$ cat src/rtl/fft_pkg.sv
// fft_pkg: shared defaults, loader state encoding and address bit-reversal helper.
package fft_pkg;
    localparam int DEFAULT_BIT_WIDTH = 16;
    localparam int DEFAULT_N         = 9;
    localparam int DEFAULT_FFT_SIZE  = 2 ** DEFAULT_N;

    typedef enum logic [1:0] {IDLE, COLLECT, START, WAIT} loader_state_t;

    function automatic logic [31:0] bitrev(input logic [31:0] x, input int w);
        logic [31:0] r;
        r = '0;
        for (int i = 0; i < 32; i++)
            if (i < w) r[5'(i)] = x[5'(w - 1 - i)];
        return r;
    endfunction
endpackage

$ cat src/rtl/fft_frame_loader_if.sv
// fft_frame_loader_if: sample-in / FFT-buffer-load bundle between front end, loader and FFT core.
interface fft_frame_loader_if #(
    parameter int BIT_WIDTH = fft_pkg::DEFAULT_BIT_WIDTH,
    parameter int N         = fft_pkg::DEFAULT_N
);
    logic                        capture_en;
    logic                        sample_valid;
    logic signed [BIT_WIDTH-1:0] sample_in;
    logic                        fft_done;
    logic                        fft_load;
    logic signed [BIT_WIDTH-1:0] din;
    logic [N-1:0]                add_wr;
    logic                        fft_start;
    logic                        busy;
    logic                        frame_done;
    logic                        overrun;

    modport master (
        input  capture_en, sample_valid, sample_in, fft_done,
        output fft_load, din, add_wr, fft_start, busy, frame_done, overrun
    );
    modport slave (
        output capture_en, sample_valid, sample_in, fft_done,
        input  fft_load, din, add_wr, fft_start, busy, frame_done, overrun
    );
endinterface

$ cat src/rtl/fft_frame_loader_sample_decimator.sv
// sample_decimator: passes every DECIM-th valid strobe as keep; counter held at 0 while clr.
module sample_decimator #(
    parameter int DECIM = 1
) (
    input  logic clk,
    input  logic reset,
    input  logic clr,
    input  logic valid,
    output logic keep
);
    logic [7:0] cnt_q, cnt_d;

    always_comb begin
        keep  = valid && cnt_q == 8'(DECIM - 1);
        cnt_d = clr ? '0 : !valid ? cnt_q : keep ? '0 : cnt_q + 8'd1;
    end

    always_ff @(posedge clk or negedge reset)
        if (!reset) cnt_q <= '0;
        else        cnt_q <= cnt_d;
endmodule

$ cat src/rtl/fft_frame_loader.sv
// fft_frame_loader: fills the FFT buffer with one frame of kept samples, starts the FFT, awaits done.
// Define FFT_BITREV_LOAD_EN to write samples at bit-reversed addresses (DIT input ordering).
module fft_frame_loader import fft_pkg::*; #(
    parameter int BIT_WIDTH = DEFAULT_BIT_WIDTH,
    parameter int N         = DEFAULT_N,
    parameter int FFT_SIZE  = 2 ** N,
    parameter int DECIM     = 1
) (
    input logic               clk,
    input logic               reset,
    fft_frame_loader_if.master bus
);
    loader_state_t               state_q, state_d;
    logic [N-1:0]                idx_q, idx_d, addr_q, addr_d, addr_idx;
    logic signed [BIT_WIDTH-1:0] din_q, din_d;
    logic                        load_q, load_d, start_q, start_d;
    logic                        frame_done_q, frame_done_d, overrun_q, overrun_d;
    logic                        done_q, keep, store, rise, busy;

    sample_decimator #(.DECIM(DECIM)) u_decim (
        .clk   (clk),
        .reset (reset),
        .clr   (state_q == IDLE),
        .valid (bus.sample_valid && state_q != IDLE),
        .keep  (keep)
    );

`ifdef FFT_BITREV_LOAD_EN
    assign addr_idx = N'(bitrev(32'(idx_q), N));
`else
    assign addr_idx = idx_q;
`endif

    always_comb begin
        state_d = state_q;
        busy    = state_q == START || state_q == WAIT;
        store   = state_q == COLLECT && bus.capture_en && keep;
        // done_q tracks fft_done in every state, so a level left high by the last frame is no edge
        rise    = bus.fft_done && !done_q;
        case (state_q)
            IDLE:    if (bus.capture_en) state_d = COLLECT;
            COLLECT: state_d = !bus.capture_en ? IDLE
                             : (store && idx_q == N'(FFT_SIZE - 1)) ? START : COLLECT;
            START:   state_d = WAIT;
            WAIT:    if (rise) state_d = bus.capture_en ? COLLECT : IDLE;
            default: state_d = IDLE;
        endcase
        idx_d        = store ? idx_q + N'(1) : state_q == IDLE ? '0 : idx_q;
        load_d       = store;
        din_d        = store ? bus.sample_in : din_q;
        addr_d       = store ? addr_idx : addr_q;
        start_d      = state_q == START;
        frame_done_d = state_q == WAIT && rise;
        overrun_d    = state_d == IDLE ? 1'b0 : (busy && keep) ? 1'b1 : overrun_q;
    end

    always_ff @(posedge clk or negedge reset)
        if (!reset) begin
            state_q      <= IDLE;
            idx_q        <= '0;
            load_q       <= 1'b0;
            din_q        <= '0;
            addr_q       <= '0;
            start_q      <= 1'b0;
            frame_done_q <= 1'b0;
            overrun_q    <= 1'b0;
            done_q       <= 1'b0;
        end else begin
            state_q      <= state_d;
            idx_q        <= idx_d;
            load_q       <= load_d;
            din_q        <= din_d;
            addr_q       <= addr_d;
            start_q      <= start_d;
            frame_done_q <= frame_done_d;
            overrun_q    <= overrun_d;
            done_q       <= bus.fft_done;
        end

    assign bus.fft_load   = load_q;
    assign bus.din        = din_q;
    assign bus.add_wr     = addr_q;
    assign bus.fft_start  = start_q;
    assign bus.busy       = busy;
    assign bus.frame_done = frame_done_q;
    assign bus.overrun    = overrun_q;
endmodule

$ cat src/flat_wrapper.sv
// flat-port wrapper written by rule: the top's interface ports become plain ports
module fft_frame_loader_flat import fft_pkg::*;
#(
    parameter int BIT_WIDTH = DEFAULT_BIT_WIDTH,
    parameter int N         = DEFAULT_N,
    parameter int FFT_SIZE  = 2 ** N,
    parameter int DECIM     = 1
)
  (clk, reset, bus_capture_en, bus_sample_valid, bus_sample_in, bus_fft_done, bus_fft_load, bus_din, bus_add_wr, bus_fft_start, bus_busy, bus_frame_done, bus_overrun);
  fft_frame_loader_if #(.BIT_WIDTH(BIT_WIDTH), .N(N)) bus_i ();
  input logic clk;
  input logic reset;
  input wire logic [$bits(bus_i.capture_en)-1:0] bus_capture_en;
  input wire logic [$bits(bus_i.sample_valid)-1:0] bus_sample_valid;
  input wire logic [$bits(bus_i.sample_in)-1:0] bus_sample_in;
  input wire logic [$bits(bus_i.fft_done)-1:0] bus_fft_done;
  output wire logic [$bits(bus_i.fft_load)-1:0] bus_fft_load;
  output wire logic [$bits(bus_i.din)-1:0] bus_din;
  output wire logic [$bits(bus_i.add_wr)-1:0] bus_add_wr;
  output wire logic [$bits(bus_i.fft_start)-1:0] bus_fft_start;
  output wire logic [$bits(bus_i.busy)-1:0] bus_busy;
  output wire logic [$bits(bus_i.frame_done)-1:0] bus_frame_done;
  output wire logic [$bits(bus_i.overrun)-1:0] bus_overrun;
  assign bus_i.capture_en = bus_capture_en;
  assign bus_i.sample_valid = bus_sample_valid;
  assign bus_i.sample_in = bus_sample_in;
  assign bus_i.fft_done = bus_fft_done;
  assign bus_fft_load = bus_i.fft_load;
  assign bus_din = bus_i.din;
  assign bus_add_wr = bus_i.add_wr;
  assign bus_fft_start = bus_i.fft_start;
  assign bus_busy = bus_i.busy;
  assign bus_frame_done = bus_i.frame_done;
  assign bus_overrun = bus_i.overrun;
  fft_frame_loader #(.BIT_WIDTH(BIT_WIDTH), .N(N), .FFT_SIZE(FFT_SIZE), .DECIM(DECIM)) u_core (.clk(clk), .reset(reset), .bus(bus_i));
endmodule
$ cat config.mk
export PLATFORM = sky130hd
export DESIGN_NAME = fft_frame_loader_flat
export DESIGN_NICKNAME = d
export VERILOG_FILES = /design/src/rtl/fft_pkg.sv /design/src/rtl/fft_frame_loader_if.sv /design/src/rtl/fft_frame_loader_sample_decimator.sv /design/src/rtl/fft_frame_loader.sv /design/src/flat_wrapper.sv
export SDC_FILE = /design/constraint.sdc
export NUM_CORES = 1
export LEC_CHECK = 0
export CELL_PAD_IN_SITES_DETAIL_PLACEMENT = 0
export CELL_PAD_IN_SITES_GLOBAL_PLACEMENT = 1
export CORE_MARGIN = 4
export CORE_UTILIZATION = 40
export DETAILED_ROUTE_END_ITERATION = 7
export PLACE_DENSITY_LB_ADDON = 0.1
export RECOVER_POWER = 100
export SKIP_CTS_REPAIR_TIMING = 1
export SLEW_MARGIN = 40
export SYNTH_ARGS = -nofsm -noshare
export SYNTH_HDL_FRONTEND = slang
export SYNTH_HIERARCHICAL = 1
export SYNTH_SLANG_ARGS = --single-unit
$ cat constraint.sdc
create_clock -name clk -period 3.4 [get_ports clk]
set_clock_uncertainty 0.1 [all_clocks]
set_input_delay 1.02 -clock clk [delete_from_list [all_inputs] [get_ports clk]]
set_output_delay 1.02 -clock clk [all_outputs]
set_load 0.1 [all_outputs]
==> metrics.cfg <==
[outcome]
status=completed

[clocking]
clock_latency_ns=0.29
cts_buffer_depth=2
tritoncts=built
cts_root_buffer=clkbuf_8
path_clk_slew_ns=0.08
cts_buffers=5
ctsHtreeMaxLevel=2
cts.sinks=49

[die]
die-area_um2=6550
fp.dieH_um=80.9
io_pins=51
core_region_area_um2=5140
row_count=26
start_util=0.414
die_x_um=80.9

[detailed_routing]
detail-route-antenna-nets=0
drcViolationCount=0
avgViaCountPerCell=4.66
dr.pass1.iters=4
routed_wl_mm=4.29
wire_per_inst_um=12.3
num_vias=1623
drtIter0Drc=79

[timing]
finalHoldViolations=0
fin_setup_tns_ns=0
max_freq_mhz=356
grt_setup_unrepaired=no
period_share=0.825
worstMarginPinSlew_ns=1.18
relSlewSlack=0.218
setup_viol_count_final=0
min_period_ns=2.81
slew_violations=0

[placement]
place_area_um2=2620
place_congestion=0.787
hpwl_mm=3.04
dp_cells=340
place.port_buffers=50

[global_route]
grt_pass1_vias=1627
grt_usage=0.147
grt_first_pass_wirelength_mm=7.55
grt-ovfl-total=0
antenna_found_initial=0
grt_max_degree=32

[critical_path]
worst-path-max-fanout=31
slowest_delay_ns=0.51
crit_cells=7
path_buf_inv=2
worstPathArrival_ns=2.93
end_kind=flip-flop
reg2reg_depth=7
crit-reg2reg-launch=u_core/state_q[1]
required_ns=3.52
r2r-end=u_core/addr_idx[2]
crit_start=bus_sample_valid
crit_path_cell_trace=dlygate4sd3_1 -> and2_0 -> and3_1 -> nand4b_2 -> buf_4 -> mux2_1 -> mux2i_2
rrSetupSlack_ns=0.89
crit_type=input pin to flip-flop
path_delay_family=buffers and inverters
crit_path_top_delay_cell=dlygate4sd3_1
endpoint=u_core/addr_idx[2]
cp-start-kind=input pin

[synth]
yosysSeqAreaShare=0.576
ys.flop_type=dfrtp_1
syn_area_per_cell_um2=9.50
syn_nets=249
ys_async_sr_fraction=1.00
synth_seq_cells=49
ys_types=34
netlist_instances=224
yosysWarnings=6
synth_area_um2=2130
synth_edf_count=0

[power_and_ir_drop]
peakVddDrop_v=0.000332
p_leak_nw=1.29
p_per_area_nw_per_um2=565

[hold_path]
hold_path.class=flip-flop to flip-flop
holdPathStages=2

[final_layout]
insertedDiodeCount=0
nFillCells=529
final_cell_area_um2=2600
instances_no_fill=348
final_common_cell=nand2_1
area_growth_pct=22.1
final_nets=302
layout-drive-gt1-share=0.0504
layout_common_cells=nand2_1, dfrtp_1, clkbuf_1

[job]
maxCapViolations=0

-- state kept, by name (all words and copies together), names as in the netlist --
name,flops
u_core/bus.fft_start,1
u_core/bus.frame_done,1
u_core/addr_idx,9
u_core/bus.fft_load,1
u_core/done_q,1
u_core/u_decim/cnt_q,8
u_core/bus.overrun,1
u_core/state_q,2
u_core/bus.din,16
u_core/bus.add_wr,9
-- cell families after synthesis --
family                     synth area share
AOI/OAI and AO/OA                    0.0388
xor gates and xnor gates             0.0206
adders and majority gates            0.0235
buffers and inverters                0.0347
DFF                                   0.576
muxes                                0.0276
and+or+nand+nor                       0.278
-- area by class of cell --
cell class | count | area (um2) | area share
clock inverter | 1 | 30.0 | 0.0116
sequential | 49 | 1230 | 0.472
clock buffer | 7 | 86.3 | 0.0332
tap | 70 | 87.6 | 0.0337
timing repair buffer | 54 | 329 | 0.127
inverter | 6 | 25.0 | 0.00963
multi-input combinational | 161 | 813 | 0.313
-- routing by layer --
layer | wire length (um) | track usage
met2 | 1910 | 0.232
met3 | 247 | 0.0466
met4 | 46 | 0.0355
met5 | 0 | 0
met1 | 2090 | 0.198
-- cell usage after synthesis, drive strengths merged, types with 2 or more instances --
cell type / count / share of area
nor2: 9 / 0.016
buf: 5 / 0.018
nand4: 3 / 0.0088
a21oi: 4 / 0.0094
mux2i: 4 / 0.021
o21ai: 6 / 0.014
nand2: 91 / 0.16
a31oi: 2 / 0.0059
dfrtp: 49 / 0.58
xnor2: 3 / 0.012
and3: 6 / 0.018
clkbuf: 3 / 0.0053
nand3: 9 / 0.024
nand2b: 2 / 0.0059
xor2: 2 / 0.0082
nor3: 5 / 0.012
or3: 2 / 0.0059
inv: 6 / 0.012
ha: 4 / 0.024
-- power breakdown --
group	internal, mW	switching (mW)	leakage [nW]	total (mW)
combinational	0.0526	0.347	0.571	0.400
sequential	0.622	0.0229	0.657	0.645
clock	0.240	0.184	0.0585	0.423
-- worst min-delay path, cell delays in order (launching register included) --
cell,delay (ns)
dfrtp_1,0.35
nand2_1,0.05
nand2_1,0.05
-- how the worst min path moves through the flow --
stage / start / slack, ns / end
2_1_floorplan: u_core/addr_idx[7] / 0.36 / u_core/addr_idx[7]
3_3_place_gp: u_core/bus.din[11] / 0.36 / u_core/bus.din[11]
3_5_place_dp: u_core/bus.add_wr[8] / 0.36 / u_core/bus.add_wr[8]
4_1_cts: u_core/bus.add_wr[4] / 0.39 / u_core/bus.add_wr[4]
5_1_grt: u_core/bus.din[0] / 0.40 / u_core/bus.din[0]
6_report: u_core/bus.add_wr[4] / 0.38 / u_core/bus.add_wr[4]
-- through the flow --
stage | worst slack, ns | utilization | hold WS (ns) | power, mW
after floorplan | 1.02 | - | 0.359 | 0.981
after global placement | 0.446 | 0.509 | 0.360 | 1.10
after detailed placement | 0.410 | 0.509 | 0.364 | 1.10
after CTS | 0.728 | 0.532 | 0.386 | 1.53
after global routing | 0.458 | 0.505 | 0.405 | 1.53
final | 0.595 | 0.505 | 0.379 | 1.47
(Power assumes the default switching activity.)
